### src/rtl/shapool_host_ctrl.sv
// Host-side SPI sequencer for a shapool chain: daisy config load, broadcast job load,
// wait for the wired-OR ready line (or time out), then daisy read-back of the results.
module shapool_host_ctrl #(
  parameter int N_DEVICES           = 2,
  parameter int DEVICE_CONFIG_WIDTH = 8,
  parameter int JOB_CONFIG_WIDTH    = 360,
  parameter int RESULT_DATA_WIDTH   = 32,
  parameter int CLK_DIV             = 4,
  parameter int TIMEOUT_CYCLES      = 1 << 24
) (
  input  logic                                       clk,
  input  logic                                       reset_n,
  input  logic                                       start,
  input  logic                                       abort,
  input  logic [N_DEVICES*DEVICE_CONFIG_WIDTH-1:0]   device_config,
  input  logic [JOB_CONFIG_WIDTH-1:0]                job_config,
  output logic                                       busy,
  output logic                                       done,
  output logic                                       found,
  output logic [N_DEVICES*RESULT_DATA_WIDTH-1:0]     result_data,
  output logic                                       sck0_out,
  output logic                                       sdi0_out,
  output logic                                       cs0_n_out,
  output logic                                       sck1_out,
  output logic                                       sdo1_out,
  output logic                                       cs1_n_out,
  input  logic                                       sdi1_in,
  input  logic                                       ready_n_in,
  output logic [2:0]                                 state_o
);

  localparam int DEV_W = N_DEVICES * DEVICE_CONFIG_WIDTH;
  localparam int JOB_W = JOB_CONFIG_WIDTH;
  localparam int RES_W = N_DEVICES * RESULT_DATA_WIDTH;
  localparam int MAX_W = (DEV_W > JOB_W) ? ((DEV_W > RES_W) ? DEV_W : RES_W)
                                         : ((JOB_W > RES_W) ? JOB_W : RES_W);
  localparam int BIT_W = $clog2(MAX_W + 1);
  localparam int DIV_W = $clog2(CLK_DIV + 1);
  localparam int RUN_W = $clog2(TIMEOUT_CYCLES + 1);

  localparam logic [DIV_W-1:0] DIV_LAST = DIV_W'(CLK_DIV - 1);
  localparam logic [RUN_W-1:0] RUN_LAST = RUN_W'(TIMEOUT_CYCLES - 1);
  localparam logic [BIT_W-1:0] DEV_TOP  = BIT_W'(DEV_W - 1);
  localparam logic [BIT_W-1:0] JOB_TOP  = BIT_W'(JOB_W - 1);
  localparam logic [BIT_W-1:0] RES_TOP  = BIT_W'(RES_W - 1);

  typedef enum logic [2:0] {
    S_IDLE, S_LOAD_DEV, S_GAP_DEV, S_LOAD_JOB, S_RUN, S_GAP_RUN, S_READ, S_FINISH
  } state_t;
  typedef enum logic [1:0] {PH_LOW, PH_HIGH, PH_TAIL, PH_END} phase_t;

  state_t            state_q;
  phase_t            phase_q;
  logic [DIV_W-1:0]  div_q;
  logic [BIT_W-1:0]  bit_q;
  logic [RUN_W-1:0]  run_q;
  logic [DEV_W-1:0]  dev_q;
  logic [JOB_W-1:0]  job_q;
  logic [RES_W-1:0]  result_q;
  logic              found_q, done_q;
  logic              sck0_q, sdi0_q, cs0_n_q, sck1_q, sdo1_q, cs1_n_q;
  logic              rdy_meta_q, rdy_sync_q;

  // Handshake: start is a one-cycle request taken only in IDLE; done is a one-cycle
  // completion pulse, and found/result_data are valid from it until the next start.
  logic div_last, bit_last, in_xfer, sck_rise, sck_fall, xfer_end;
  assign div_last = (div_q == DIV_LAST);
  assign bit_last = (bit_q == '0);
  assign in_xfer  = ((state_q == S_LOAD_DEV) || (state_q == S_LOAD_JOB) ||
                     (state_q == S_READ)) && (phase_q != PH_END);
  assign sck_rise = in_xfer && (phase_q == PH_LOW)  && div_last;
  assign sck_fall = in_xfer && (phase_q == PH_HIGH) && div_last;
  assign xfer_end = in_xfer && (phase_q == PH_TAIL) && div_last;

  always_ff @(posedge clk or negedge reset_n) begin
    if (!reset_n) begin
      state_q    <= S_IDLE;
      phase_q    <= PH_LOW;
      div_q      <= '0;
      bit_q      <= '0;
      run_q      <= '0;
      dev_q      <= '0;
      job_q      <= '0;
      result_q   <= '0;
      found_q    <= 1'b0;
      done_q     <= 1'b0;
      sck0_q     <= 1'b0;
      sdi0_q     <= 1'b0;
      cs0_n_q    <= 1'b1;
      sck1_q     <= 1'b0;
      sdo1_q     <= 1'b0;
      cs1_n_q    <= 1'b1;
      rdy_meta_q <= 1'b1;
      rdy_sync_q <= 1'b1;
    end else begin
      rdy_meta_q <= ready_n_in;
      rdy_sync_q <= rdy_meta_q;
      done_q     <= 1'b0;
      // Shared bit timer: LOW and HIGH half-bits, then one trailing LOW before CS lifts.
      if (in_xfer) begin
        div_q <= div_last ? '0 : div_q + 1'b1;
        if (sck_rise) phase_q <= PH_HIGH;
        if (sck_fall) begin
          phase_q <= bit_last ? PH_TAIL : PH_LOW;
          if (!bit_last) bit_q <= bit_q - 1'b1;
        end
      end
      if (abort) begin
        state_q <= S_IDLE;
        phase_q <= PH_LOW;
        div_q   <= '0;
        bit_q   <= '0;
        run_q   <= '0;
        sck0_q  <= 1'b0;
        sdi0_q  <= 1'b0;
        cs0_n_q <= 1'b1;
        sck1_q  <= 1'b0;
        sdo1_q  <= 1'b0;
        cs1_n_q <= 1'b1;
      end else begin
        case (state_q)
          S_IDLE: if (start) begin
            state_q  <= S_LOAD_DEV;
            dev_q    <= device_config;
            job_q    <= job_config;
            found_q  <= 1'b0;
            result_q <= '0;
            cs1_n_q  <= 1'b0;
            sdo1_q   <= device_config[DEV_W-1];
            bit_q    <= DEV_TOP;
            div_q    <= '0;
            phase_q  <= PH_LOW;
          end
          S_LOAD_DEV: begin
            if (sck_rise) sck1_q <= 1'b1;
            if (sck_fall) begin
              sck1_q <= 1'b0;
              sdo1_q <= bit_last ? 1'b0 : dev_q[DEV_W-2];
              dev_q  <= {dev_q[DEV_W-2:0], 1'b0};
            end
            if (xfer_end) begin
              cs1_n_q <= 1'b1;
              state_q <= S_GAP_DEV;
            end
          end
          S_GAP_DEV: if (div_last) begin
            div_q   <= '0;
            state_q <= S_LOAD_JOB;
            cs0_n_q <= 1'b0;
            sdi0_q  <= job_q[JOB_W-1];
            bit_q   <= JOB_TOP;
            phase_q <= PH_LOW;
          end else begin
            div_q <= div_q + 1'b1;
          end
          S_LOAD_JOB: begin
            if (sck_rise) sck0_q <= 1'b1;
            if (sck_fall) begin
              sck0_q <= 1'b0;
              sdi0_q <= bit_last ? 1'b0 : job_q[JOB_W-2];
              job_q  <= {job_q[JOB_W-2:0], 1'b0};
            end
            // Devices start hashing on this CS0 rising edge.
            if (xfer_end) begin
              cs0_n_q <= 1'b1;
              state_q <= S_RUN;
              run_q   <= '0;
            end
          end
          S_RUN: if (!rdy_sync_q) begin
            state_q <= S_GAP_RUN;
            div_q   <= '0;
          end else if (run_q == RUN_LAST) begin
            state_q <= S_FINISH;
            done_q  <= 1'b1;
          end else begin
            run_q <= run_q + 1'b1;
          end
          S_GAP_RUN: if (div_last) begin
            div_q   <= '0;
            state_q <= S_READ;
            cs1_n_q <= 1'b0;
            sdo1_q  <= 1'b0;
            bit_q   <= RES_TOP;
            phase_q <= PH_LOW;
          end else begin
            div_q <= div_q + 1'b1;
          end
          S_READ: begin
            if (sck_rise) begin
              sck1_q   <= 1'b1;
              result_q <= {result_q[RES_W-2:0], sdi1_in};
            end
            if (sck_fall) sck1_q <= 1'b0;
            if (xfer_end) begin
              cs1_n_q <= 1'b1;
              found_q <= 1'b1;
              phase_q <= PH_END;
            end
            // One cycle with CS1 high before done.
            if (phase_q == PH_END) begin
              state_q <= S_FINISH;
              done_q  <= 1'b1;
              phase_q <= PH_LOW;
            end
          end
          S_FINISH: state_q <= S_IDLE;
          default:  state_q <= S_IDLE;
        endcase
      end
    end
  end

  assign busy        = (state_q != S_IDLE);
  assign done        = done_q;
  assign found       = found_q;
  assign result_data = result_q;
  assign sck0_out    = sck0_q;
  assign sdi0_out    = sdi0_q;
  assign cs0_n_out   = cs0_n_q;
  assign sck1_out    = sck1_q;
  assign sdo1_out    = sdo1_q;
  assign cs1_n_out   = cs1_n_q;
  assign state_o     = state_q;

endmodule

### config.mk
export PLATFORM = sky130hd
export DESIGN_NAME = shapool_host_ctrl
export DESIGN_NICKNAME = d
export VERILOG_FILES = /design/src/rtl/shapool_host_ctrl.sv
export SDC_FILE = /design/constraint.sdc
export NUM_CORES = 1
export LEC_CHECK = 0
export ABC_AREA = 1
export CORE_ASPECT_RATIO = 1.5
export CORE_MARGIN = 1
export CORE_UTILIZATION = 56
export CTS_CLUSTER_SIZE = 25
export DETAILED_ROUTE_END_ITERATION = 16
export GPL_ROUTABILITY_DRIVEN = 0
export GPL_TIMING_DRIVEN = 0
export HOLD_SLACK_MARGIN = 0.03
export PLACE_DENSITY = 0.82
export SETUP_SLACK_MARGIN = 0.4
export SKIP_LAST_GASP = 1
export SYNTH_ARGS = -nofsm -noshare
export SYNTH_HDL_FRONTEND = slang
export SYNTH_SLANG_ARGS = --single-unit
### constraint.sdc
create_clock -name clk -period 2.74 [get_ports clk]
set_input_delay 0.548 -clock clk [delete_from_list [all_inputs] [get_ports clk]]
set_output_delay 0.548 -clock clk [all_outputs]
set_load 0.05 [all_outputs]
==> results of run 1 <==
[cell type report]
cell class / instances / area, µm² / share of cell area, %
Sequential cell: 491 / 12300 / 40.5
Timing Repair Buffer: 484 / 4900 / 16.1
Buffer: 158 / 842 / 2.77
Antenna cell: 23 / 57.6 / 0.190
Inverter: 78 / 302 / 0.993
Clock buffer: 66 / 1340 / 4.41
Clock inverter: 17 / 173 / 0.569
Tap cell: 506 / 633 / 2.09
Multi-Input combinational cell: 1764 / 9820 / 32.3
[per-stage QoR]
step / setup slack (ns) / hold WS (ns) / cells / cell area (µm²) / util, %
CTS: 0.326 / 0.360 / 3550 / 30000 / 74.3
detailed placement: -0.122 / 0.351 / 3458 / 28400 / 70.3
floorplan: 0.433 / 0.252 / 2491 / 23100 / -
finish: 0.354 / 0.358 / 3587 / 30400 / 75.1
global route: 0.299 / 0.359 / 3587 / 30400 / 75.1
global placement: -21.60 / 0.348 / 3454 / 28300 / 70.0
[what timing repair did]
| item | 4_1_cts | 5_1_grt |
|---|---|---|
| setup endpoints to repair | 501 | 347 |
| resized for setup | 88 | 98 |
| hold buffers | 1 | 0 |
| pin swaps | 4 | 4 |
| hold endpoints to repair | 48 | 0 |
| setup buffers | 8 | 14 |
[layer usage]
| layer | routed length, µm | vias up |
|---|---|---|
| li1 | - | 9461 |
| met1 | 23300 | 9586 |
| met2 | 32500 | 700 |
| met3 | 4100 | 211 |
| met4 | 3870 | 4 |
| met5 | 27 | - |
[sequential cells by signal, indices dropped and copies added (netlist names), 2 cells and up]
| name | flops |
|---|---|
| dev_q | 15 |
| bit_q | 9 |
| state_o | 3 |
| job_q | 360 |
| phase_q | 2 |
| div_q | 3 |
| run_q | 25 |
| result_data | 64 |
[how the worst max path moves through the flow]
stage | end | depth (start not counted)
5_1_grt | busy | 6
6_report | busy | 6
2_1_floorplan | job_q[254]$_DFFE_PN0P_ | 11
3_5_place_dp | job_q[47]$_DFFE_PN0P_ | 8
3_3_place_gp | state_o[0]$_DFFE_PN0P_ | 1
4_1_cts | busy | 6
[power breakdown]
part           switching [µW]  internal, µW  total [µW]
sequential               1520         10000       11500
combinational            5990          4100       10100
clock                    2780          3690        6470
total                   10300         17800       28100
[cells by family after synthesis]
group / count (synthesis)
buffers and inverters: 236
muxes: 358
xor gates and xnor gates: 3
DFF: 491
AOI/OAI and AO/OA: 519
and+or+nand+nor: 881
adders and majority gates: 3
[cells in the mapped netlist (all sizes together), types with 2 or more instances]
master	n	area share (%)
mux2i	358	16
dfstp	4	0.46
nor3	2	0.043
nor3b	2	0.065
dfrtp	487	53
nand4	26	0.70
xor2	3	0.11
nand3b	2	0.065
ha	3	0.16
o21bai	7	0.23
nor2	75	1.3
nand2	718	12
nand3	52	1.1
or2	3	0.081
inv	77	1.3
buf	98	2.1
o21ai	487	11
a21oi	19	0.43
clkbuf	60	0.98
a31oi	2	0.054
[worst max-delay path: stages, from the launching register on]
cell and delay [ns]:
dfrtp_2 0.41, buf_6 0.14, inv_4 0.05, nand2_4 0.05
nor2_4 0.21, clkinvlp_4 0.21, buf_8 0.19
==> results.tsv, run 1 <==
stage	metric	value	unit
run_status	status	finished clean	
min_path	hp-class	reg -> reg	
power_and_ir_drop	p_leak	0.0136	µW
die	placementRows	90	
placed_design	port_buffers	457	
global_routing	grt_pass1_wl	101000	µm
global_routing	antenna_found_initial	25	
die	top_level_ports	458	
die	coreArea	0.0404	mm²
sta	min_period_over_period	87.1	%
setup_path	r2r_slack	0.45	ns
sta	relSlewSlack	53.0	%
power_and_ir_drop	power_density	925	mW/mm²
synthesis	ys_ff_latch	491	
finish	final_cell_mix	713 x nand2_1, 483 x dfrtp_1, 389 x clkdlybuf4s50_1	
synthesis	yosys.area_share.simple	15.1	%
min_path	hp-start	rdy_meta_q$_DFF_PN1_	
synthesis	yosys_warnings	0	
finish	layout-drive-gt1-share	8.57	%
setup_path	required	2.19	ns
clocking	cts.path.max_buffers	3	
setup_path	worst-r2r-cell-count	12	
sta	drv_slew	0	
sta	fin_worst_skew	0.0183	ns
global_routing	grt.met1_usage	33.2	%
synthesis	synthMuxAreaShare	15.5	%
die	die-height	251	µm
finish	fill_cells	2901	
setup_path	cp-end-kind	output pin	
setup_path	rr_endpoint	job_q[206]$_DFFE_PN0P_	
die	start_util	57.1	%
global_routing	grt_use_met2	51.9	%
synthesis	synth-compound-area-share	11.5	%
global_routing	grt_pass1_vias	20548	
clocking	cts_tree	yes	
synthesis	syn-cell-area	0.0231	mm²
synthesis	synth_top_family_by_area	multiplexers	
clocking	numCtsBuffers	47	
finish	areaGrowthSynthToFinish	31.6	%
sta	fmax	419	MHz
detailed_routing	post_drt_wl_per_cell	17.8	µm
die	die_w	168	µm
flow_run	drv_cap	0	
detailed_routing	wl	63800	µm
setup_path	crit_fanout	7	
setup_path	critPathKind	reg -> out	
synthesis	synthAdderAreaFrac	0.163	%
power_and_ir_drop	power	28100	µW
finish	fin_nets	3409	
sta	worst_slew_pin_slew	0.705	ns
detailed_routing	drc	0	
min_path	min_path_cells	0	
global_routing	grt_overflow	0	
synthesis	synthArstFlopShare	100	%
setup_path	start_kind	flip-flop	
clocking	clock_sinks	491	
global_routing	track_usage	29.9	%
setup_path	cp-startpoint	state_o[1]$_DFFE_PN0P_	
clocking	htreeDepth	2	
global_routing	use_met3	6.62	%
synthesis	ys.flop_type	dfrtp_1	
global_routing	grt-busiest-layer	met2	
sta	hold_viol_final	0	
detailed_routing	drtPass1Iterations	6	
min_path	min_to	rdy_sync_q$_DFF_PN1_	
synthesis	ys_types	36	
placed_design	dp_hpwl	45500	µm
detailed_routing	vias	19962	
sta	setup-violations-final	0	
synthesis	syn_avg_cell_area	9.26	µm²
global_routing	grt_max_degree	127	
sta	rsz0062_at_grt	yes	
detailed_routing	routed_via_density	5.57	
detailed_routing	drt-initial-drc-count	1401	
detailed_routing	ant_nets	0	
synthesis	synth_edf_count	0	
synthesis	yosysSeqAreaShare	53.3	%
sta	period_needed	2.39	ns
sta	final.setup.tns	0	ns
clocking	clkLatencyLatePin	0.57	ns
synthesis	netlist_instances	2491	
synthesis	synth_nets	2876	
die	dieArea	0.0420	mm²
clocking	root_buffer	clkbuf_16	
setup_path	arrival	1.84	ns
synthesis	synthXorXnorAreaFrac	0.114	%
clocking	clk_pin_slew_worst_paths	0.06	ns
finish	final_common_cell	nand2_1	
setup_path	worstReg2RegStart	state_o[1]$_DFFE_PN0P_	
power_and_ir_drop	vdd_drop_max	0.646	mV
No activity file was read; power rests on OpenSTA's default activity.
==> run 2, diff against run 1 <==
--- a/config.mk
+++ b/config.mk
@@ -17,6 +17,7 @@
 export PLACE_DENSITY = 0.82
 export SETUP_SLACK_MARGIN = 0.4
 export SKIP_LAST_GASP = 1
+export SLEW_MARGIN = 25
 export SYNTH_ARGS = -nofsm -noshare
 export SYNTH_HDL_FRONTEND = slang
 export SYNTH_SLANG_ARGS = --single-unit
==> run 2 against run 1 <==
Net effect: maximum frequency up 3.1%; sequential cell count unchanged; wire length down 0.10%; first-iteration DRC count down 2.0%; register-to-register slack worse by 0.02 ns; clock skew up 0.019 ns; setup slack better by 0.073 ns; non-clock buffer count down 10; sequential power about the same; worst hold slack better by 0.0045 ns; cell count down 0.47%; critical path type is now reg -> reg.
==> results.tsv, run 2 (synthesis results as in run 1) <==
stage	metric	value	unit	change
finish	fin_nets	3399		was 3409
setup_path	path_delay_family	buffers and inverters		unchanged
finish	final_cell_mix	715 x nand2_1, 483 x dfrtp_1, 396 x clkdlybuf4s50_1		was 713 x nand2_1, 483 x dfrtp_1, 389 x clkdlybuf4s50_1
global_routing	grt_pass1_vias	20426		was 20.5k
die	die_w	168	µm	unchanged
clocking	cts_tree	yes		unchanged
detailed_routing	drc	0		unchanged
global_routing	grt_overflow	0		unchanged
power_and_ir_drop	clock_power_share	24.2	%	was 23.0%
global_routing	grt_max_degree	99		was 127
setup_path	required	3.21	ns	was 2.19 ns
power_and_ir_drop	p_switching	10400	µW	was 10300 µW
finish	largest_reg_flops	360		unchanged
setup_path	cpMostUsedCell	buf_4		
sta	drv_slew	0		unchanged
finish	largest_register	job_q		unchanged
sta	setup-violations-final	0		unchanged
clocking	numCtsBuffers	47		unchanged
sta	fin_worst_skew	0.0370	ns	was 0.0183 ns
die	top_level_ports	458		unchanged
die	start_util	57.1	%	unchanged
power_and_ir_drop	vdd_drop_max	0.597	mV	was 0.646 mV
setup_path	crit_buf_inv	7		was 4
clocking	clock_sinks	491		unchanged
setup_path	start_kind	flip-flop		unchanged
detailed_routing	routed_via_density	5.62		was 5.57
clocking	htreeDepth	2		unchanged
setup_path	arrival	2.78	ns	was 1.84 ns
sta	hold_viol_final	0		unchanged
detailed_routing	drt-initial-drc-count	1373		was 1401
detailed_routing	vias	20062		was 20.0k
placed_design	dp_hpwl	45700	µm	was 45500 µm
setup_path	cp-end-kind	flip-flop		was output pin
flow_run	drv_cap	0		unchanged
power_and_ir_drop	p_leak	0.0137	µW	was 0.0136 µW
die	coreArea	0.0404	mm²	unchanged
setup_path	cpPeakStageDelay	0.41	ns	about the same
finish	areaGrowthSynthToFinish	32.7	%	was 31.6%
global_routing	grt_pass1_wl	102000	µm	was 101000 µm
sta	fmax	432	MHz	was 419 MHz
detailed_routing	ant_nets	0		unchanged
clocking	clk_pin_slew_worst_paths	0.07	ns	was 0.06 ns
detailed_routing	post_drt_wl_per_cell	17.8	µm	about the same
power_and_ir_drop	power_frac_comb	35.9	%	about the same
detailed_routing	drtPass1Iterations	6		unchanged
detailed_routing	wl	63700	µm	was 63800 µm
power_and_ir_drop	internal_power	18500	µW	was 17800 µW
clocking	root_buffer	clkbuf_16		unchanged
min_path	hp-class	reg -> reg		unchanged
sta	worst_slew_pin_slew	0.665	ns	was 0.705 ns
sta	setup_slack	0.427	ns	was 0.354 ns
finish	final_common_cell	nand2_1		unchanged
placed_design	port_buffers	457		unchanged
setup_path	cp_slowest_cell	dfrtp_2		unchanged
sta	fin_worst_hold_slack	0.363	ns	was 0.358 ns
power_and_ir_drop	power_density	944	mW/mm²	was 925 mW/mm²
global_routing	antenna_found_initial	18		was 25
setup_path	crit_fanout	10		was 7
finish	layout-drive-gt1-share	8.73	%	was 8.57%
sta	rsz0062_at_grt	yes		unchanged
sta	relSlewSlack	55.6	%	was 53.0%
clocking	clkLatencyLatePin	0.58	ns	was 0.57 ns
placed_design	dp_slack	-0.160	ns	was -0.122 ns
sta	min_period_over_period	84.4	%	was 87.1%
setup_path	critPathKind	reg -> reg		was reg -> out
run_status	status	finished clean		unchanged
power_and_ir_drop	swShare	36.0	%	was 36.6%
die	placementRows	90		unchanged
die	die-height	251	µm	unchanged
sta	period_needed	2.31	ns	was 2.39 ns
global_routing	track_usage	30.1	%	was 29.9%
power_and_ir_drop	pwr-share-seq	39.9	%	was 41.1%
clocking	cts.path.max_buffers	3		unchanged
setup_path	cp_cell_sequence	buf_6, inv_1, nand2_1, nor2_4, clkinvlp_4, buf_4, a21oi_4, o21ai_4, buf_12, buf_4, clkbuf_2, o21ai_0		was buf_6, inv_4, nand2_4, nor2_4, clkinvlp_4, buf_8
die	dieArea	0.0420	mm²	unchanged
==> run 2: cell count changes in the layout (fill, tap and decap cells not counted), sizes merged <==
cell           before  now
clkinvlp            6    1
clkbuf            134  125
inv                76   77
clkdlybuf4s50     389  396
clkinv             10   11
diode              23   18
bufinv              3    8
dlymetal6s2s       23   27
dlygate4sd2        43   32
buf               118  113
==> run 2: stage by stage <==
stage	std cells	util [%]	area (µm²)	TNS (ns)	power, µW
2_1_floorplan	2491	-	23100	0	18000
3_3_place_gp	3454	70.0	28300	-9698.26	20600
3_5_place_dp	3459	70.3	28400	-17.57	21200
4_1_cts	3551	74.9	30300	0	28600
5_1_grt	3569	75.7	30600	0	30800
6_report	3570	75.7	30600	0	28900
==> run 2: layer usage <==
layer	share of wire (%)	track usage (%)	wire length [µm]	vias to the layer above
met4	6.2	18.0	3940	4
met5	0.042	0	27	-
met1	37	34.0	23500	9709
li1	-	-	-	9433
met3	6.2	6.05	3920	229
met2	51	52.4	32400	687
==> run 2: final timing paths <==
check                                        from  cells past startpoint  slack, ns                      to
setup / recovery           state_o[1]$_DFFE_PN0P_                     12       0.43   job_q[52]$_DFFE_PN0P_
hold / removal               rdy_meta_q$_DFF_PN1_                      0       0.36    rdy_sync_q$_DFF_PN1_
setup reg to reg           state_o[1]$_DFFE_PN0P_                     12       0.43   job_q[52]$_DFFE_PN0P_
hold reg to reg              rdy_meta_q$_DFF_PN1_                      0       0.36    rdy_sync_q$_DFF_PN1_
max in group asynchronous                 reset_n                      4       0.93  job_q[246]$_DFFE_PN0P_
min in group asynchronous                 reset_n                      2       0.54  job_q[100]$_DFFE_PN0P_
==> run 2: worst reg2reg max path, delay by kind of cell (launching register included) <==
| kind | cells | cell delay (ns) |
|---|---|---|
| buf+inv | 7 | 1.07 |
| compound gates | 3 | 0.47 |
| flops | 1 | 0.41 |
| simple gates | 2 | 0.28 |
==> run 2: cell type report <==
class | count | area, µm²
sequential | 491 | 12300
multi-input combinational | 1764 | 9820
fill | 2781 | 9820
timing repair buffer | 474 | 4870
clock buffer | 62 | 1340
buffer | 158 | 993
tap | 506 | 633
clock inverter | 19 | 314
inverter | 78 | 299
antenna | 18 | 45.0
==> run 2: power by group through the flow <==
stage | Sequential (µW) | Combinational [µW] | Clock [µW]
5_1_grt | 11800 | 11600 | 7390
3_3_place_gp | 11500 | 9120 | 0
3_5_place_dp | 11600 | 9620 | 0
6_report | 11500 | 10400 | 7000
4_1_cts | 11500 | 9960 | 7090
2_1_floorplan | 11300 | 6700 | 0
==> run 2: timing repair <==
item                       4_1_cts  5_1_grt
hold endpoints to repair        65        0
buffers inserted                10        1
resized for setup               92      243
pin swaps                        5        2
setup endpoints to repair      500      472
hold buffers                     1        0
